### config.mk
export PLATFORM = sky130hd
export DESIGN_NAME = stage_lvl_dly_flat
export DESIGN_NICKNAME = d
export VERILOG_FILES = /design/src/rtl/logip_pkg.sv /design/src/rtl/stage_lvl_dly_if.sv /design/src/rtl/stage_ser_shft.sv /design/src/rtl/stage_lvl_dly.sv /design/src/flat_wrapper.sv
export SDC_FILE = /design/constraint.sdc
export NUM_CORES = 1
export LEC_CHECK = 0
export ABC_AREA = 0
export CORE_MARGIN = 10
export CORE_UTILIZATION = 60
export CTS_CLUSTER_DIAMETER = 100
export DETAILED_ROUTE_END_ITERATION = 12
export MAX_ROUTING_LAYER = met4
export PLACE_DENSITY = 0.86
export SLEW_MARGIN = 20
export SYNTH_ARGS = -nofsm -noshare
export SYNTH_HDL_FRONTEND = slang
export SYNTH_SLANG_ARGS = --single-unit
### constraint.sdc
create_clock -name clk_i -period 12.5 [get_ports clk_i]
set_input_delay 1.875 -clock clk_i [delete_from_list [all_inputs] [get_ports clk_i]]
set_output_delay 1.875 -clock clk_i [all_outputs]
set_load 0.02 [all_outputs]
### src/rtl/logip_pkg.sv
`default_nettype none
// ============================================================================
// Module      : logip_pkg
// Description : Shared types and command-field layout for the trigger stages.
// Revision    : 1.0 - initial release
// ============================================================================
package logip_pkg;

    typedef enum logic [1:0] {
        ST_IDLE = 2'd0,
        ST_ARMD = 2'd1,
        ST_DLY  = 2'd2,
        ST_DONE = 2'd3
    } stage_state_t;

    typedef logic [1:0] lvl_t;

    localparam int DLY_LSB   = 0;
    localparam int DLY_W_MAX = 16;
    localparam int LVL_LSB   = 16;
    localparam int LVL_W     = 2;
    localparam int CHL_LSB   = 20;
    localparam int CHL_W     = 5;
    localparam int SER_BIT   = 26;
    localparam int ACT_BIT   = 27;

endpackage
`default_nettype wire

### src/rtl/stage_lvl_dly_if.sv
`default_nettype none
// ============================================================================
// Module      : stage_lvl_dly_if
// Description : Command, sample and trigger-result bundle of one trigger stage.
// Revision    : 1.0 - initial release
// ============================================================================
interface stage_lvl_dly_if #(
    parameter int CHLS = 32
);
    import logip_pkg::*;

    logic [31:0]     cmd_i;
    logic            set_mask_i;
    logic            set_val_i;
    logic            set_cfg_i;
    logic            arm_i;
    lvl_t            lvl_i;
    logic            stb_i;
    logic [CHLS-1:0] smpls_i;
    logic            match_o;
    logic            run_o;
    logic            busy_o;

    modport master (
        output cmd_i, set_mask_i, set_val_i, set_cfg_i, arm_i, lvl_i, stb_i, smpls_i,
        input  match_o, run_o, busy_o
    );

    modport slave (
        input  cmd_i, set_mask_i, set_val_i, set_cfg_i, arm_i, lvl_i, stb_i, smpls_i,
        output match_o, run_o, busy_o
    );

endinterface
`default_nettype wire

### src/rtl/stage_ser_shft.sv
`default_nettype none
// ============================================================================
// Module      : stage_ser_shft
// Description : Serial-mode shift register with guarded channel select.
// Revision    : 1.0 - initial release
// ============================================================================
module stage_ser_shft
    import logip_pkg::*;
#(
    parameter int CHLS = 32,
    parameter int WSER = 32
) (
    input  wire logic             clk_i,
    input  wire logic             rst_i,
    input  wire logic             stb_i,
    input  wire logic [CHL_W-1:0] chl_i,
    input  wire logic [CHLS-1:0]  smpls_i,
    output logic      [WSER-1:0]  ser_vec_o
);

    logic            sel_bit;
    logic [WSER-1:0] shft_d;
    // Only the low WSER-1 history bits are ever observed, so only those are stored.
    logic [WSER-2:0] shft_q;

    always_comb begin
        sel_bit = 1'b0;
        for (int i = 0; i < CHLS; i++) begin
            if (chl_i == CHL_W'(i)) begin
                sel_bit = smpls_i[i];
            end
        end
    end

    assign shft_d    = {shft_q, sel_bit};
    assign ser_vec_o = shft_d;

    always_ff @(posedge clk_i) begin
        if (rst_i) begin
            shft_q <= '0;
        end else if (stb_i) begin
            shft_q <= shft_d[WSER-2:0];
        end
    end

endmodule
`default_nettype wire

### src/rtl/stage_lvl_dly.sv
`default_nettype none
// ============================================================================
// Module      : stage_lvl_dly
// Description : Trigger stage with level gating, strobe delay and serial mode.
// Revision    : 1.0 - initial release
// ============================================================================
module stage_lvl_dly
    import logip_pkg::*;
#(
    parameter int CHLS = 32,
    parameter int WSER = 32,
    parameter int WDLY = 16
) (
    input wire logic       clk_i,
    input wire logic       rst_i,
    stage_lvl_dly_if.slave bus
);

    if (CHLS > WSER) begin : g_chk_chls
        $error("stage_lvl_dly: CHLS (%0d) must not exceed WSER (%0d)", CHLS, WSER);
    end
    if (WDLY > DLY_W_MAX) begin : g_chk_wdly
        $error("stage_lvl_dly: WDLY (%0d) must not exceed %0d", WDLY, DLY_W_MAX);
    end

    logic [WSER-1:0]  mask_q;
    logic [WSER-1:0]  val_q;
    logic [WDLY-1:0]  dly_q;
    lvl_t             lvl_q;
    logic [CHL_W-1:0] chl_q;
    logic             ser_q;
    logic             act_q;

    stage_state_t     state_q, state_d;
    logic [WDLY-1:0]  cnt_q, cnt_d;
    logic             match_q, run_q, busy_q;

    logic [WSER-1:0]  ser_vec;
    logic [WSER-1:0]  cv;
    logic             hit;
    logic             fire;

    stage_ser_shft #(
        .CHLS (CHLS),
        .WSER (WSER)
    ) u_ser_shft (
        .clk_i     (clk_i),
        .rst_i     (rst_i),
        .stb_i     (bus.stb_i),
        .chl_i     (chl_q),
        .smpls_i   (bus.smpls_i),
        .ser_vec_o (ser_vec)
    );

    assign cv  = ser_q ? ser_vec : WSER'(bus.smpls_i);
    assign hit = bus.stb_i & ~|((cv ^ val_q) & mask_q) & (bus.lvl_i >= lvl_q);

    always_comb begin
        state_d = state_q;
        cnt_d   = cnt_q;
        fire    = 1'b0;
        unique case (state_q)
            ST_IDLE: begin
                if (bus.arm_i) state_d = ST_ARMD;
            end
            ST_ARMD: begin
                if (hit) begin
                    if (dly_q == '0) begin
                        state_d = ST_DONE;
                        fire    = 1'b1;
                    end else begin
                        state_d = ST_DLY;
                        cnt_d   = dly_q - WDLY'(1);
                    end
                end
            end
            // Once qualified, only strobes are counted; level and match are not re-checked.
            ST_DLY: begin
                if (bus.stb_i) begin
                    if (cnt_q == '0) begin
                        state_d = ST_DONE;
                        fire    = 1'b1;
                    end else begin
                        cnt_d = cnt_q - WDLY'(1);
                    end
                end
            end
            ST_DONE: begin
                if (bus.arm_i) state_d = ST_ARMD;
            end
            default: state_d = ST_IDLE;
        endcase
    end

    always_ff @(posedge clk_i) begin
        if (rst_i) begin
            mask_q  <= '0;
            val_q   <= '0;
            dly_q   <= '0;
            lvl_q   <= '0;
            chl_q   <= '0;
            ser_q   <= 1'b0;
            act_q   <= 1'b0;
            state_q <= ST_IDLE;
            cnt_q   <= '0;
            match_q <= 1'b0;
            run_q   <= 1'b0;
            busy_q  <= 1'b0;
        end else begin
            state_q <= state_d;
            cnt_q   <= cnt_d;
            match_q <= fire;
            run_q   <= fire & act_q;
            busy_q  <= (state_d == ST_ARMD) || (state_d == ST_DLY);
            if (bus.set_mask_i) mask_q <= bus.cmd_i[WSER-1:0];
            if (bus.set_val_i)  val_q  <= bus.cmd_i[WSER-1:0];
            if (bus.set_cfg_i) begin
                dly_q <= bus.cmd_i[DLY_LSB +: WDLY];
                lvl_q <= bus.cmd_i[LVL_LSB +: LVL_W];
                chl_q <= bus.cmd_i[CHL_LSB +: CHL_W];
                ser_q <= bus.cmd_i[SER_BIT];
                act_q <= bus.cmd_i[ACT_BIT];
            end
        end
    end

    assign bus.match_o = match_q;
    assign bus.run_o   = run_q;
    assign bus.busy_o  = busy_q;

endmodule
`default_nettype wire

### src/flat_wrapper.sv
// flat-port wrapper written by rule: the top's interface ports become plain ports
module stage_lvl_dly_flat import logip_pkg::*;
#(
    parameter int CHLS = 32,
    parameter int WSER = 32,
    parameter int WDLY = 16
)
  (clk_i, rst_i, bus_cmd_i, bus_set_mask_i, bus_set_val_i, bus_set_cfg_i, bus_arm_i, bus_lvl_i, bus_stb_i, bus_smpls_i, bus_match_o, bus_run_o, bus_busy_o);
  stage_lvl_dly_if #(.CHLS(CHLS)) bus_i ();
  input wire logic clk_i;
  input wire logic rst_i;
  input wire logic [$bits(bus_i.cmd_i)-1:0] bus_cmd_i;
  input wire logic [$bits(bus_i.set_mask_i)-1:0] bus_set_mask_i;
  input wire logic [$bits(bus_i.set_val_i)-1:0] bus_set_val_i;
  input wire logic [$bits(bus_i.set_cfg_i)-1:0] bus_set_cfg_i;
  input wire logic [$bits(bus_i.arm_i)-1:0] bus_arm_i;
  input wire logic [$bits(bus_i.lvl_i)-1:0] bus_lvl_i;
  input wire logic [$bits(bus_i.stb_i)-1:0] bus_stb_i;
  input wire logic [$bits(bus_i.smpls_i)-1:0] bus_smpls_i;
  output wire logic [$bits(bus_i.match_o)-1:0] bus_match_o;
  output wire logic [$bits(bus_i.run_o)-1:0] bus_run_o;
  output wire logic [$bits(bus_i.busy_o)-1:0] bus_busy_o;
  assign bus_i.cmd_i = bus_cmd_i;
  assign bus_i.set_mask_i = bus_set_mask_i;
  assign bus_i.set_val_i = bus_set_val_i;
  assign bus_i.set_cfg_i = bus_set_cfg_i;
  assign bus_i.arm_i = bus_arm_i;
  assign bus_i.lvl_i = bus_lvl_i;
  assign bus_i.stb_i = bus_stb_i;
  assign bus_i.smpls_i = bus_smpls_i;
  assign bus_match_o = bus_i.match_o;
  assign bus_run_o = bus_i.run_o;
  assign bus_busy_o = bus_i.busy_o;
  stage_lvl_dly #(.CHLS(CHLS), .WSER(WSER), .WDLY(WDLY)) u_core (.clk_i(clk_i), .rst_i(rst_i), .bus(bus_i));
endmodule
# After elaboration in Yosys (flattened, before gate mapping)
# Index checks and enable logic that the tools add are counted.
word_totals:
  input_bits: 73
  output_inout_bits: 3
  regBits: 141
op_classes:
  n_reduce_logical: 10
  n_bitwise: 5
  add_sub_neg: 2
  magnitude_cmp: 1
  mux: 49
  eq_ne: 40
op_table:
  columns: ["operator", "n"]
  rows:
  - ["$eq 5x5->1 const B", 16]
  - ["$mux 16", 4]
  - ["$eq 5x4->1 const B", 8]
  - ["$mux 1", 37]
  - ["$and 32x32->32", 1]
  - ["$logic_not 16->1", 2]
  - ["$mux 32", 1]
  - ["$pmux 16 s2", 1]
  - ["$reduce_or 32->1", 1]
  - ["$sub 16x1->16 const B", 2]
  - ["$xor 32x32->32", 1]
  - ["$eq 5x3->1 const B", 4]
  - ["$eq 5x2->1 const B", 2]
  - ["$mux 2", 4]
  - ["$eq 2x2->1 const B", 3]
  - ["$ne 2x2->1 const B", 3]
  - ["$pmux 2 s3", 1]
  - ["$eq 5x1->1 const B", 1]
  - ["$logic_not 5->1", 1]
  - ["$reduce_and 5->1", 1]
  - ["$eq 2x1->1 const B", 2]
  - ["$and 1x1->1", 3]
  - ["$ge 2x2->1", 1]
  - ["$logic_not 2->1", 1]
  - ["other kinds (6)", 6]

# Logic depth before layout (Yosys ltp)
# Gate-level depths: netlist of the first run.
logic_depth:
  depth_word: 44
  mapped_depth: 17

# Hierarchy
# From an unflattened synthesis of the first run, not the netlist that was laid out.
unflattened:
  cells_unflattened: 785
  hier_area_um2: 7284.5
modules_own_cells:
  columns: ["module", "n_inst", "cells_each", "area_per_inst_um2", "seq_area_each_um2"]
  rows:
  - ["stage_lvl_dly", 1, 611, 5637.9, 2202.1]
  - ["stage_ser_shft", 1, 174, 1646.6, 620.6]

# Least setup slack after synthesis of the first run
# Ideal clock, no wire load.
synth_timing:
  path_kind: "register -> register"
  from: "register u_core.state_q[0]"
  to: "register u_core.cnt_q[14]"
  period_less_slack_ns: 4.066
  path_stages_with_launch: 18
  slack_ns: 8.434
  setup_time_ns: 0.132
  t_arrival_ns: 3.934
  path_cell_list: "dfxtp_1 > inv_1 > ha_1 > clkbuf_1 > clkbuf_1 > buf_1 > clkbuf_1 > clkbuf_1 > mux2i_1 > ha_1 > o221ai_1 > or2_2 > nor2_1 > o21a_1 > o21ai_0 > and2_1 > o21ai_0 > a31oi_1"
synth_between:
  elab_chain_len: 3
synth_rtl:
  columns: ["item", "line_no", "rtl"]
  rows:
  - ["start: declaration", "stage_lvl_dly.sv:34", "stage_state_t state_q, state_d;"]
  - ["start signal: assignment", "stage_lvl_dly.sv:110", "state_q <= state_d;"]
  - ["$eq 2x2->1 / $eq 2x1->1 (equally long branches)", "stage_lvl_dly.sv:62", "unique case (state_q)"]
  - ["$ne 2x2->1 (no source line), or another cell as far along", null, null]
  - ["$reduce_and 5->1 (no source line)", null, null]
  - ["end signal: assignment", "stage_lvl_dly.sv:111", "cnt_q <= cnt_d;"]
  - ["end: declaration", "stage_lvl_dly.sv:35", "logic [WDLY-1:0] cnt_q, cnt_d;"]
# Several ways; a longest one is shown, not always the timed one.
# A chain may end at the register's enable or synchronous reset.

# Worst setup path in the final report of the first run
layout_timing:
  from: "input port bus_smpls_i[16]"
  to: "register u_core.cnt_q[12]"
layout_between:
  elab_chain_len: 25
layout_rtl:
  columns: ["item", "line_no", "rtl"]
  rows:
  - ["start: declaration", "flat_wrapper.sv:19", "input wire logic [$bits(bus_i.smpls_i)-1:0] bus_smpls_i;"]
  - ["$mux 1 (16 in series)", "stage_ser_shft.sv:29", "if (chl_i == CHL_W'(i)) begin"]
  - ["$mux 32 *", "stage_lvl_dly.sv:55", "assign cv = ser_q ? ser_vec : WSER'(bus.smpls_i);"]
  - ["$xor 32x32->32 *", "stage_lvl_dly.sv:56", "assign hit = bus.stb_i & ~|((cv ^ val_q) & mask_q) & (bus.lvl_i >= lvl_q);"]
  - ["$and 32x32->32 *", "stage_lvl_dly.sv:56", null]
  - ["$reduce_or 32->1 *", "stage_lvl_dly.sv:56", null]
  - ["$logic_not 1->1 *", "stage_lvl_dly.sv:56", null]
  - ["$and 1x1->1 * (2 in series)", "stage_lvl_dly.sv:56", null]
  - ["$ne 2x1->1 (no source line) *", null, null]
  - ["$reduce_and 5->1 (no source line) *", null, null]
# Mark *: on every way between the ends. The rest lies on a longest branch, timed or not.

==> summary.md, run 1 <==
| Metric | Value |
|---|---|
| Vias in the first global route | `6,115` |
| Slew Viols, Final | `0` |
| Number of CTS-inserted buffers | `17` |
| Core Util, Final | `between 70 and 80%` |
| Final setup violation count | `0` |
| Setup crit end kind | `flop` |
| Reg2reg end | `u_core.cnt_q[12]` |
| Clock buffer depth | `2` |
| Synth Area in Compound Gates | `under 10%` |
| Die W | `~130 um` |
| Critical path cell sequence | `clkdlybuf4s50_1 > or4b_2 > a31oi_1 > o22ai_1 > nand4_1 > mux2i_1 > nand3_1 > nor3_1 > nand3b_1 > a31oi_1` |
| Synth Flop Type | `dfxtp_1` |
| Setup Buffers After CTS | `0` |
| Total core area | `between 0.01 and 0.015 mm^2` |
| Maximum VDD drop | `around 0.11 mV` |
| CTS resizes | `0` |
| Diodes inserted | `0` |
| Final Routed Wirelength | `a little under 20,000 um` |
| Tcrit/Tclk final | `between 30 and 40%` |
| Worst path most repeated cell | `a31oi_1` |
| Clock Latency Late Sink | `440 ps` |
| Critical path's slowest cell | `nor3_1` |
| Final WS setup | `just under 8000 ps` |
| Commonest non-fill, non-tap cell in the layout | `mux2i_1` |
| Worst path top cell family by delay | `simple AND/OR/NAND/NOR gates` |
| Antenna-violating nets left | `0` |
| Die Height | `between 100 and 150 um` |
| Final GP Congestion | `between 0.8 and 0.9` |
| First-pass GRT wire length | `between 30,000 and 40,000 um` |
| Drt pass-1 iters | `6` |
| Clock skew | `11.07 ps` |
| Placed cell count | `~990` |
| Area delta synth->final | `17.08%` |
| Max-cap violations | `0` |
| Mux cell area share after synthesis | `25.20%` |
| Final total power | `~1.2 mW` |
| #FFs+latches synth | `approximately 140` |
| Top Ports | `between 70 and 80` |
| DR vias | `~6,300` |
| CP peak stage delay | `about 590 ps` |
| Synth Cell Area | `between 0.007 and 0.008 mm^2` |
| Area share of and/or/nand/nor cells after synthesis | `20.03%` |
| Worst EP arrival | `~4900 ps` |
| Avg Cell Area, Syn | `between 9 and 10 um^2` |
| Fillers | `between 800 and 900` |
| CP Launch Point | `bus_smpls_i[16]` |
| Clock sinks | `around 140` |
| Number of synthesized flops with an enable pin | `0` |
| Initial core utilization | `between 60% and 70%` |
| Post-synth ARST share | `0%` |
| Post-synthesis sequential area ratio | `38.52%` |
| Sequential cell area | `about 0.0028 mm^2` |
| Share of layout cells above drive strength 1 | `5.505%` |
| Area of the multi-input gates | `between 0.004 and 0.005 mm^2` |
| Grt total ovfl | `0` |
| Hold_buf cts | `0` |
| Die area | `around 0.017 mm^2` |
| DPL Wire Length | `~14,000 um` |
| R2r setup slk | `around 8700 ps` |
| H-tree depth | `4` |
| Root Buffer | `clkbuf_16` |
| Setup TNS | `0 ps` |
| Number of cells on the critical path | `10` |
| Clock-pin slew on the worst setup and hold paths | `roughly 50 ps` |
| Tightest Pin Transition | `roughly 1100 ps` |
| Crit path capture | `u_core.cnt_q[12]` |
| Worst Path Required | `12,850 ps` |
| Endpoints failing hold | `0` |
| Most frequent cells in the layout | `mux2i_1 (180), nor2_1 (146), dfxtp_1 (140)` |
| Cell area power density | `approximately 140 mW/mm^2` |
| CP Launch Type | `primary input` |
| Iteration-0 DRC Markers | `726` |
| Post-Synthesis Cells | `roughly 810` |
| Status | `finished clean` |
| Largest net degree at the start of global routing | `75` |
| Place WS | `around 7600 ps` |
| Final Instance Count excl. Fillers | `~1,000` |
| DRC viols | `0` |
| DR WL/cell | `about 19 um` |
| Fmax | `0.2184 GHz` |
| Reg2Reg Depth | `9` |
| Site row count | `40` |
| Static Leak | `3.412 nW` |
| RSZ-0062 raised after global routing | `no` |
| Syn_nets | `between 800 and 900` |
| XOR/XNOR Fraction of Synth Area | `approximately 2.4%` |
| Critical path class | `primary input to flop` |
| Crit Path Max Fanout | `4` |
| Slew Limit Headroom | `between 20% and 30%` |
| Fin nets | `940` |
| Yosys warning count | `0` |
| Crit path buf inv count | `1` |
| Reg2reg start | `u_core.ser_q` |
| Worst hold path class | `flop to flop` |
| HP Start | `u_core.act_q` |
| Unique masters post-synth | `just under 60` |
| Adder-cell share of the synthesized area | `slightly above 1%` |
| DR vias/cell | `just over 6` |
| Number of port buffers | `75` |
| CTS tree | `yes` |
| Min cycle time layout | `about 4600 ps` |
| All-layer global routing usage | `about a quarter` |
| Largest family of logic cells by synthesized area | `multiplexers` |
| Antenna violations before repair | `0` |
## routing by layer
layer	wire length (um)	vias to the layer above	share of wire [%]	GRT usage (%)
li1	-	2985	-	-
met1	8614	2993	43	30.96
met2	9068	288	46	36.63
met3	1674	48	8.4	5.157
met4	496	0	2.5	10.07
met5	0	-	0	-
## per-stage QoR
step | instance area [um^2] | hold WS, ps
finish | 8578 | 474.8
global route | 8578 | 502.7
CTS | 8578 | 477.6
detailed placement | 8035 | 466.7
global placement | 8035 | 448.4
floorplan | 7327 | 429.1
## layout make-up
class,count,area share [%]
sequential,141,32.92
inverter,15,0.6564
multi-input combinational,607,49.05
timing repair buffer,79,8.897
clock inverter,7,0.7585
clock buffer,23,5.572
tap,147,2.144
## Yosys cell counts, drive strengths merged (4+ instances only)
cell type | n | area (um^2)
a211oi | 4 | 30.03
a21oi | 16 | 80.08
a22oi | 7 | 52.55
a31oi | 11 | 68.82
a32oi | 4 | 35.03
and2 | 9 | 56.30
buf | 23 | 137.6
clkbuf | 28 | 105.1
dfxtp | 141 | 2823
ha | 6 | 75.07
inv | 15 | 56.30
mux2i | 180 | 1802
nand2 | 28 | 105.1
nand2b | 14 | 87.58
nand3 | 10 | 50.05
nand3b | 6 | 45.04
nand4 | 13 | 81.33
nor2 | 146 | 548.0
nor2b | 14 | 87.58
nor3 | 26 | 130.1
nor3b | 10 | 75.07
nor4 | 9 | 68.81
o211ai | 6 | 45.04
o21ai | 23 | 115.1
o31ai | 4 | 30.03
xnor2 | 20 | 175.2
## logic make-up after synthesis
kind of cell               after synthesis
xor gates and xnor gates                20
DFF                                    141
muxes                                  183
buffers and inverters                   66
AOI/OAI and AO/OA                       96
adders and majority gates                6
and+or+nand+nor                        302
## worst min path at each step
stage	endpoint	slack, ps	depth (start not counted)
after floorplan	u_core.bus.run_o	430	1
after global placement	u_core.bus.run_o	450	1
after detailed placement	u_core.bus.run_o	470	1
after CTS	u_core.bus.run_o	480	1
after global routing	u_core.bus.run_o	500	1
final	u_core.bus.run_o	470	1
## state kept, by name, indices dropped and copies added, names as in the netlist
register                  cells
u_core.bus.run_o              1
u_core.cnt_q                 16
u_core.lvl_q                  2
u_core.bus.match_o            1
u_core.bus.busy_o             1
u_core.val_q                 32
u_core.dly_q                 16
u_core.mask_q                32
u_core.state_q                2
u_core.ser_q                  1
u_core.u_ser_shft.shft_q     31
u_core.act_q                  1
u_core.chl_q                  5
## power breakdown
| part | internal, mW | switching [mW] | leakage [nW] |
|---|---|---|---|
| logic | 0.109 | 0.132 | 1.99 |
| registers | 0.482 | 0.0394 | 1.16 |
| clock network | 0.285 | 0.182 | 0.265 |
| total | 0.876 | 0.353 | 3.41 |
(Power assumes the default switching activity.)
==> run 2, diff against run 1 <==
Settings changed: CORE_UTILIZATION 60 to 57, PLACE_DENSITY 0.86 to 0.82.
Clock period 12.5 ns to 4.4 ns, I/O delays scaled along.
==> summary.md, run 2 (same netlist as run 1, synthesis figures left out) <==
| Metric | Value |
|---|---|
| Clock-pin slew on the worst setup and hold paths | `60 ps (about the same)` |
| Area delta synth->final | `17.91%` |
| Worst hold stages | `1 (unchanged)` |
| Initial core utilization | `58.06% (-3.2 points)` |
| Vias in the first global route | `6,324 (+3.4%)` |
| Switching share of power | `28.41% (-0.35 points)` |
| Final GP Congestion | `0.9089 (+2.1%)` |
| Slew Viols, Final | `0 (unchanged)` |
| Tightest Pin Transition | `1116 ps (+37.81 ps)` |
| First-pass GRT wire length | `32,530 um (+3.4%)` |
| Fmax | `about 0.27 GHz` |
| Clock skew | `12.49 ps (+1.421 ps)` |
| H-tree depth | `4 (unchanged)` |
| P_int | `2.478 mW (+180%)` |
| DR vias/cell | `6.053 (-2.3%)` |
| Setup TNS | `0 ps (unchanged)` |
| DRC viols | `0 (unchanged)` |
| Hold_buf cts | `0 (unchanged)` |
| Fillers | `1,004 (+12%)` |
| Endpoints failing hold | `0 (unchanged)` |
| Cell area power density | `400.6 mW/mm^2 (+180%)` |
| Most frequent cells in the layout | `mux2i_1 (180), nor2_1 (146), dfxtp_1 (140)` |
| Worst Path Required | `4710 ps (-8140 ps)` |
| DR WL/cell | `19.16 um (-1.6%)` |
| Root Buffer | `clkbuf_16` |
| Final setup violation count | `0 (unchanged)` |
| CP peak stage delay | `790 ps (+200 ps)` |
| Setup Buffers After CTS | `0 (unchanged)` |
| Status | `finished clean` |
| Reg2Reg Depth | `11 (+2)` |
| Diodes inserted | `0 (unchanged)` |
| Clock Latency Late Sink | `420 ps (-20 ps)` |
| Worst hold path class | `flop to flop` |
| Sequential Power Share | `42.7% (+0.3 points)` |
| Critical path class | `flop to flop` |
| Die W | `133.4 um (+2.2%)` |
| Iteration-0 DRC Markers | `678 (-6.6%)` |
| Die Height | `133.4 um (+2.2%)` |
| Min cycle time layout | `between 3000 and 4000 ps` |
| Worst hold margin | `452.8 ps (-21.96 ps)` |
| Slew Limit Headroom | `25.61% (-2.5 points)` |
| Crit Path Max Fanout | `24 (+20)` |
| Final Routed Wirelength | `20,080 um (+1.2%)` |
| Fin nets | `946 (+0.64%)` |
| Worst path top cell family by delay | `compound AO/OA/AOI/OAI gates` |
| CTS resizes | `0 (unchanged)` |
| Antenna violations before repair | `0 (unchanged)` |
| Number of port buffers | `75 (unchanged)` |
| Static Leak | `3.439 nW (+0.80%)` |
| Largest net degree at the start of global routing | `51 (-32%)` |
| DPL Wire Length | `14,470 um (+1.4%)` |
| Tcrit/Tclk final | `~83%` |
| Clock buffer depth | `2 (unchanged)` |
| Share of layout cells above drive strength 1 | `5.822% (+0.32 points)` |
| Grt total ovfl | `0 (unchanged)` |
| Site row count | `41 (+2.5%)` |
| Die area | `0.01779 mm^2 (+4.4%)` |
| Number of cells on the critical path | `11 (+1)` |
| Commonest non-fill, non-tap cell in the layout | `mux2i_1` |
| Max-cap violations | `0 (unchanged)` |
| Drt pass-1 iters | `6 (unchanged)` |
| Worst EP arrival | `3960 ps (-970 ps)` |
| Number of CTS-inserted buffers | `17 (unchanged)` |
| Maximum VDD drop | `0.2837 mV (+160%)` |
| Crit path buf inv count | `2 (+1)` |
| Psw | `983.4 uW (+180%)` |
| Critical path cell sequence | `buf_4 > mux2i_1 > xnor2_1 > a22oi_1 > nand4_1 > nor4_2 > nand4_1 > o21ai_1 > buf_4 > a21boi_1 > o31a_1` |
| RSZ-0062 raised after global routing | `no` |
| Biggest regs | `u_core.mask_q (32), u_core.val_q (32), u_core.u_ser_shft.shft_q (31)` |
| Critical path's slowest cell | `dfxtp_2` |
| Clock sinks | `141 (unchanged)` |
| Power share of the combinational group | `20.1% (+0.5 points)` |
| CTS tree | `yes` |
| Clock network power share | `37.2% (-0.8 points)` |
| CP Launch Type | `flop` |
| Antenna-violating nets left | `0 (unchanged)` |
| Total core area | `0.01262 mm^2 (+5.5%)` |
| All-layer global routing usage | `23.12% (-1.1 points)` |
| Setup crit end kind | `flop` |
| DR vias | `6,344 (+0.48%)` |
| Top Ports | `76 (unchanged)` |
[run 2: path summary, 6_finish.rpt]
kind	from	end	slack, ps
worst min register to register	u_core.act_q	u_core.bus.run_o	450
worst max-delay path	u_core.ser_q	u_core.cnt_q[11]	750
worst min-delay path	u_core.act_q	u_core.bus.run_o	450
worst max register to register	u_core.ser_q	u_core.cnt_q[11]	750
[run 2: layout make-up]
class	count	area (um^2)	share of cell area (%)
Multi-Input combinational cell	607	4208	48.70
Sequential cell	141	2824	32.69
Inverter	15	56.30	0.6517
Tap cell	172	215.2	2.491
Timing Repair Buffer	85	808.3	9.356
Clock inverter	1	5.005	0.05793
Clock buffer	27	523.0	6.054
[run 2: power by group through the flow]
stage / Combinational [mW] / Sequential (mW) / Clock (mW)
final: 0.695 / 1.48 / 1.29
after floorplan: 0.488 / 1.46 / 0
after CTS: 0.684 / 1.47 / 1.30
after global routing: 0.759 / 1.49 / 1.36
after detailed placement: 0.678 / 1.50 / 0
after global placement: 0.647 / 1.49 / 0
[run 2: stage by stage]
| step | worst slack (ps) | utilization [%] | std cells | instance area, um^2 | power [mW] |
|---|---|---|---|---|---|
| after floorplan | 333.6 | - | 814 | 7327 | 1.949 |
| after global placement | 816.7 | 64.28 | 1020 | 8112 | 2.138 |
| after detailed placement | 739.0 | 64.28 | 1020 | 8112 | 2.176 |
| after CTS | 828.2 | 68.46 | 1048 | 8640 | 3.460 |
| after global routing | 426.9 | 68.46 | 1048 | 8640 | 3.604 |
| final | 751.0 | 68.46 | 1048 | 8640 | 3.461 |
[run 2: layer usage]
metal  wire (um)  part of all wire (%)  GRT usage [%]  vias to the layer above
li1            -                     -              -                     2995
met1        8994                    45          29.73                     3024
met2        8997                    45          34.58                      291
met3        1649                   8.2          6.128                       34
met4         441                   2.2          7.678                        0
met5           0                     0              -                        -
